### src/rtl/serial_adder_pkg.sv
// Shared types and helpers for the digit-serial adder.
// Holds the FSM state encoding and the counter width function.
package serial_adder_pkg;

  typedef enum logic [1:0] {
    IDLE = 2'd0,
    RUN  = 2'd1,
    DONE = 2'd2
  } state_t;

  // Bits needed to count 0..steps-1, never less than one.
  function automatic int cnt_width(input int steps);
    return (steps > 1) ? $clog2(steps) : 1;
  endfunction

endpackage

### src/rtl/digit_adder.sv
// Combinational DIGIT-bit ripple adder built from a chain of full adders.
// With DIGIT=1 it is a single full adder, the half adder plus carry-in.
module digit_adder #(
  parameter int DIGIT = 1
) (
  input  logic [DIGIT-1:0] x,
  input  logic [DIGIT-1:0] y,
  input  logic             ci,
  output logic [DIGIT-1:0] s,
  output logic             co
);

  logic [DIGIT:0] c;

  assign c[0] = ci;

  for (genvar i = 0; i < DIGIT; i++) begin : g_fa
    assign s[i]   = x[i] ^ y[i] ^ c[i];
    assign c[i+1] = (x[i] & y[i]) | (c[i] & (x[i] ^ y[i]));
  end

  assign co = c[DIGIT];

endmodule

### src/rtl/serial_adder.sv
// Digit-serial adder: adds two WIDTH-bit operands plus carry-in, DIGIT bits per
// clock, with valid/ready handshakes on the operand and result sides.
//
// state | meaning
// IDLE  | waiting for operands, in_ready=1
// RUN   | one digit added per cycle, STEPS cycles
// DONE  | result presented, out_valid=1 until out_ready
module serial_adder
  import serial_adder_pkg::*;
#(
  parameter int WIDTH = 8,
  parameter int DIGIT = 1
) (
  input  logic             clk,
  input  logic             rst,
  input  logic             in_valid,
  output logic             in_ready,
  input  logic [WIDTH-1:0] a,
  input  logic [WIDTH-1:0] b,
  input  logic             cin,
  output logic             out_valid,
  input  logic             out_ready,
  output logic [WIDTH-1:0] sum,
  output logic             cout,
  output logic             overflow
);

  localparam int STEPS = WIDTH / DIGIT;
  localparam int CW    = cnt_width(STEPS);
  localparam logic [CW-1:0] LAST = CW'(STEPS - 1);

  if (WIDTH % DIGIT != 0) begin : g_bad_digit
    $error("serial_adder: DIGIT (%0d) must divide WIDTH (%0d)", DIGIT, WIDTH);
  end

  state_t           state, state_nx;
  logic [CW-1:0]    count;
  logic             carry;
  logic             sign_a, sign_b;
  logic [WIDTH-1:0] a_sr, b_sr, sum_sr;
  logic [DIGIT-1:0] dig_s;
  logic             dig_co;
  logic [WIDTH+DIGIT-1:0] sum_cat;

  digit_adder #(.DIGIT(DIGIT)) u_digit (
    .x  (a_sr[DIGIT-1:0]),
    .y  (b_sr[DIGIT-1:0]),
    .ci (carry),
    .s  (dig_s),
    .co (dig_co)
  );

  // New digit enters at the top; the concatenation also covers DIGIT==WIDTH.
  assign sum_cat = {dig_s, sum_sr};

  always_ff @(posedge clk or posedge rst) begin
    if (rst) state <= IDLE;
    else     state <= state_nx;
  end

  always_comb begin
    state_nx = state;
    case (state)
      IDLE:    if (in_valid)      state_nx = RUN;
      RUN:     if (count == LAST) state_nx = DONE;
      DONE:    if (out_ready)     state_nx = IDLE;
      default:                    state_nx = IDLE;
    endcase
  end

  always_comb begin
    in_ready  = (state == IDLE);
    out_valid = (state == DONE);
  end

  always_ff @(posedge clk or posedge rst) begin
    if (rst) begin
      count  <= '0;
      carry  <= 1'b0;
      sign_a <= 1'b0;
      sign_b <= 1'b0;
      a_sr   <= '0;
      b_sr   <= '0;
      sum_sr <= '0;
    end else begin
      case (state)
        IDLE: if (in_valid) begin
          a_sr   <= a;
          b_sr   <= b;
          carry  <= cin;
          count  <= '0;
          sign_a <= a[WIDTH-1];
          sign_b <= b[WIDTH-1];
        end
        RUN: begin
          a_sr   <= a_sr >> DIGIT;
          b_sr   <= b_sr >> DIGIT;
          sum_sr <= sum_cat[WIDTH+DIGIT-1:DIGIT];
          carry  <= dig_co;
          count  <= count + CW'(1);
        end
        default: ;
      endcase
    end
  end

  assign sum      = sum_sr;
  assign cout     = carry;
  assign overflow = (sign_a == sign_b) && (sum_sr[WIDTH-1] != sign_a);

endmodule

### config.mk
export PLATFORM = sky130hd
export DESIGN_NAME = serial_adder
export DESIGN_NICKNAME = d
export VERILOG_FILES = /design/src/rtl/serial_adder_pkg.sv /design/src/rtl/digit_adder.sv /design/src/rtl/serial_adder.sv
export SDC_FILE = /design/constraint.sdc
export NUM_CORES = 1
export LEC_CHECK = 0
export ABC_AREA = 0
export BUFFER_PORTS_ARGS = -buffer_cell sky130_fd_sc_hd__buf_2
export CORE_ASPECT_RATIO = 0.9
export CORE_MARGIN = 2
export CORE_UTILIZATION = 45
export CTS_CLUSTER_SIZE = 40
export DETAILED_ROUTE_END_ITERATION = 12
export PLACE_DENSITY = 0.68
export SETUP_SLACK_MARGIN = 0.15
export SYNTH_ARGS = -nofsm -noshare
export SYNTH_HDL_FRONTEND = slang
export SYNTH_HIERARCHICAL = 1
export SYNTH_SLANG_ARGS = --single-unit
### constraint.sdc
create_clock -name clk -period 1.75 [get_ports clk]
set_clock_uncertainty 0.1 [all_clocks]
set_input_delay 0.35 -clock clk [delete_from_list [all_inputs] [get_ports clk]]
set_output_delay 0.35 -clock clk [all_outputs]
set_load 0.01 [all_outputs]
* Word level (Yosys, flattened, before mapping)
Index checks and enable logic that the tools add are counted.
** Cells by class
- Add/subtract/negate cells :: 1
- Equal/unequal tests :: 8
- Muxes and demuxes :: 12
- Bitwise gates (word level) :: 5
- Reduce and logical (&&, ||, !) cells :: 6
** Operator list (number)
- 8-bit one-hot mux with 2 select lines :: 2
- 8-bit 2-to-1 mux :: 2
- 2-bit 2-to-1 mux :: 3
- 2-bit one-hot mux with 3 select lines :: 1
- 3-bit one-hot mux with 2 select lines :: 1
- 2-bit != test, second input constant :: 2
- 2-bit AND reduction :: 2
- 3-bit by 1-bit adder with 3-bit output, second input constant :: 1
- 3-bit == test, second input constant :: 1
- 3-bit 2-to-1 mux :: 1
- 3-bit AND reduction :: 1
- 1-bit bitwise AND :: 2
- 2-bit by 1-bit == test with 1-bit output, second input constant :: 1
- 2-bit == test, second input constant :: 1
- 2-bit logical NOT :: 1
- 2-bit by 1-bit != test with 1-bit output, second input constant :: 1
- 1-bit one-hot mux with 2 select lines :: 1
- 2-bit nonzero test :: 1
- 1-bit bitwise XOR :: 2
- 1-bit == test :: 1
- 1-bit logical AND :: 1
- 1-bit 2-to-1 mux :: 1
- 1-bit != test :: 1
- 1-bit bitwise OR :: 1
** Word-level totals
- Register bits :: 32
- Input port bits :: 21
- Output and inout port bits :: 12
- Logic and storage cells :: 40

* Logic depth before layout (Yosys ltp)
- Depth in word-level cells :: 4
- Gate-level depth with buffers :: 5
- Gate-level depth less buffers :: 5

* Cells and area by module
The synthesis kept the hierarchy.
** Modules (own cells, without submodules)
- serial_adder :: times used 1, cells an instance 149, area each 1455.1 sq um, sequential area each 800.8 sq um
- digit_adder :: times used 1, cells an instance 1, area each 20.0 sq um, sequential area each 0.0 sq um

* Least setup slack after synthesis
OpenSTA, ideal clock, no wires.
- Path type :: flip-flop to output port
- Start point :: register state[1]
- End point :: output port in_ready
- Arrival time :: 790 ps
- Required time :: 1300 ps
- Setup slack :: 510 ps
- Cell stages (with the launch flop) :: 3
- Path buffers :: 1
- Cells stage by stage :: dfrtp_1 buf_2 nor2_1
** On the way
- Cells in the longest elaborated chain, start to end :: 1
** RTL lines
- start: declaration :: line serial_adder.sv:36 : state_t state, state_nx;
- start signal: assignment :: line serial_adder.sv:58 : else state <= state_nx;
- 2-bit logical NOT :: line serial_adder.sv:72 : in_ready = (state == IDLE);
- end: declaration :: line serial_adder.sv:17 : output logic in_ready,
Every way passes these cells.

* Final worst setup path
Same ends and word-level chain as after synthesis.

==> flow_summary_export.csv <==
group,metric,value,unit
min_path,hold_path.class,"primary input to flip-flop",
sta,period_share,89.6,%
setup_path,cp_data_required_time,1.30,ns
min_path,whs_endpoint,"state[1]",
global_routing,grt_pass1_vias,1181,
clock_network,clk_pin_slew,0.09,ns
placement,portBuffers,32,
setup_path,cpMaxStageDelayCell,"dfrtp_2",
cells_and_area,n_antenna_cell,0,
cells_and_area,drive_gt1_share,33.3,%
placement,dpl.hpwl,2.10,mm
drt,wl_per_cell,14.4,um
drt,drtAntennaViolNets,0,
min_path,min_from,"out_ready",
global_routing,gr-total-overflow,0,
cells_and_area,final_area,1870,sq um
power,power_density,1750,nW/um^2
drt,vias_per_cell,5.43,
synth,syn_area,1480,sq um
setup_path,crit_chain,"buf_12, nor2_4, buf_6",
min_path,hold_depth,2,
sta,final.setup.worst_slack,0.182,ns
drt,vias,1286,
sta,rsz0062_at_grt,"yes",
sta,drv_slew,0,
power,cellLeakagePower,0.896,nW
synth,ys_ff_latch,32,
clock_network,htree_num_levels,2,
run_status,status,"completed",
sta,finalSetupViolations,0,
setup_path,rrSetupSlack,0.28,ns
clock_network,cts_buffer_depth,2,
synth,synthDistinctLibCells,25,
synth,synth-seq-area-share,54.3,%
setup_path,reg2reg_depth,5,
cells_and_area,fin_util,60.4,%
die,initial_core_util,47.7,%
placement,finalWeightedCongestion,0.730,
clock_network,clock-sinks,32,
setup_path,crit_type,"flip-flop to output port",
sta,fin_crit,1.57,ns
sta,fmax,638,MHz
global_routing,antenna_found_initial,0,
setup_path,crit_arrival,1.12,ns
synth,syn_area_per_cell,9.83,sq um
sta,worstMarginPinSlew,0.560,ns
setup_path,worstReg2RegStart,"state[1]",
cells_and_area,fin_cells,237,
drt,finalWirelength,3.41,mm
sta,finalSetupTns,0,ns
synth,ys_warn_count,6,
setup_path,startpoint_type,"flip-flop",
global_routing,grt_max_degree,33,
die,chipHeight,58.3,um
placement,dp.cells,218,
clock_network,root_buffer,"clkbuf_4",
drt,drc,0,
clock_network,cts_buffers,5,
die,die_w,64.4,um
clock_network,tritoncts,"built",
drt,dr.first_iter.drc_count,70,
placement,post-place-ws,0.246,ns
synth,synth_nets,174,
placement,dpl_cell_area,1650,sq um
job,drv_cap,0,
setup_path,endpoint_kind,"output port",
power,vdd_drop_max,0.000787,V
sta,hold_viol,0,
die,io_pins,33,
die,die_area,3750,sq um
sta,max-slew-margin-rel,62.6,%
synth,synthCells,150,
setup_path,crit_path_max_incr_delay,0.44,ns
cells_and_area,nNetsFinal,219,
die,core,3090,sq um
global_routing,grt_pass1_wl,5.44,mm
global_routing,grt.total_usage,19.8,%
setup_path,crit_path_max_fanout,5,
sta,hold_ws,0.0924,ns
clock_network,insertion_delay,0.32,ns
power,power,3.27,mW
setup_path,reg2reg_to,"b_sr[6]",
cells_and_area,mostFrequentLayoutCells,"dfrtp_1, buf_2, nand2_1",
die,rows,19,
cells_and_area,area_growth_syn_to_layout,26.5,%
drt,dr.pass1.iters,4,
-- report_power, final --
part	leakage [nW]	internal, mW	total (mW)	switching [mW]
sequential	0.381	1.08	1.34	0.258
combinational	0.478	0.695	1.46	0.769
clock	0.0374	0.228	0.463	0.235
total	0.896	2.00	3.27	1.26
-- synth_stat cells (all sizes together) --
| cell | n | area share [%] |
|---|---|---|
| nor3b | 3 | 2.3 |
| a221oi | 1 | 1.0 |
| o21ai | 8 | 2.7 |
| ha | 2 | 1.7 |
| a21oi | 15 | 5.1 |
| o22ai | 24 | 10 |
| a22o | 2 | 1.2 |
| nand2b | 2 | 0.85 |
| dfrtp | 32 | 54 |
| fa | 1 | 1.4 |
| buf | 10 | 4.7 |
| o31ai | 1 | 0.51 |
| and2b | 1 | 0.68 |
| nor2b | 2 | 0.85 |
| inv | 7 | 1.8 |
| o22a | 2 | 1.2 |
| nand2 | 30 | 7.6 |
| nor3 | 1 | 0.34 |
| nand3 | 1 | 0.34 |
| nor2 | 5 | 1.3 |
-- cells by family after synthesis --
kind of cell    count (synthesis)  synth area share, %
simple gates                   45                 14.2
fa+ha+maj                       3                 3.05
compound gates                 53                 21.9
flops                          32                 54.3
buf+inv                        17                 6.53
-- registers in the layout, summed over array words and instances (netlist names) --
register / flops
b_sr: 8
sign_a: 1
a_sr: 8
count: 3
cout: 1
sum: 8
state: 2
sign_b: 1
-- repair_timing --
action | 4_1_cts | 5_1_grt
hold buffers | 1 | 0
cloned | 0 | 1
endpoints found under the hold margin | 18 | 0
resized for setup | 7 | 9
setup endpoints to repair | 2 | 5
buffers inserted | 4 | 6
-- worst max-delay path by stage --
| stage | startpoint | end | cells after the start |
|---|---|---|---|
| 2_1_floorplan | state[1] | in_ready | 2 |
| 3_3_place_gp | in_valid | a_sr[1] | 4 |
| 3_5_place_dp | in_valid | a_sr[2] | 4 |
| 4_1_cts | state[1] | in_ready | 3 |
| 5_1_grt | state[0] | in_ready | 3 |
| 6_report | state[1] | in_ready | 3 |
-- worst max-delay path, delay by kind of cell, from the launching register on --
family / cells / cell delay [ns]
flops: 1 / 0.44
simple gates: 1 / 0.10
buf+inv: 2 / 0.26
-- layer usage --
layer / GRT usage [%] / vias up / routed length [um]
met4: 10.0 / 0 / 63
met3: 4.59 / 5 / 141
li1: - / 632 / -
met1: 23.8 / 619 / 1470
met5: 0 / - / 0
met2: 33.8 / 30 / 1730
-- area by class of cell --
| cell class | count | area (sq um) |
|---|---|---|
| Fill cell | 285 | 1220 |
| Multi-Input combinational cell | 101 | 591 |
| Clock buffer | 7 | 65.1 |
| Inverter | 7 | 33.8 |
| Sequential cell | 32 | 802 |
| Tap cell | 42 | 52.6 |
| Timing Repair Buffer | 48 | 323 |
Power figures use the tool's default switching activity.
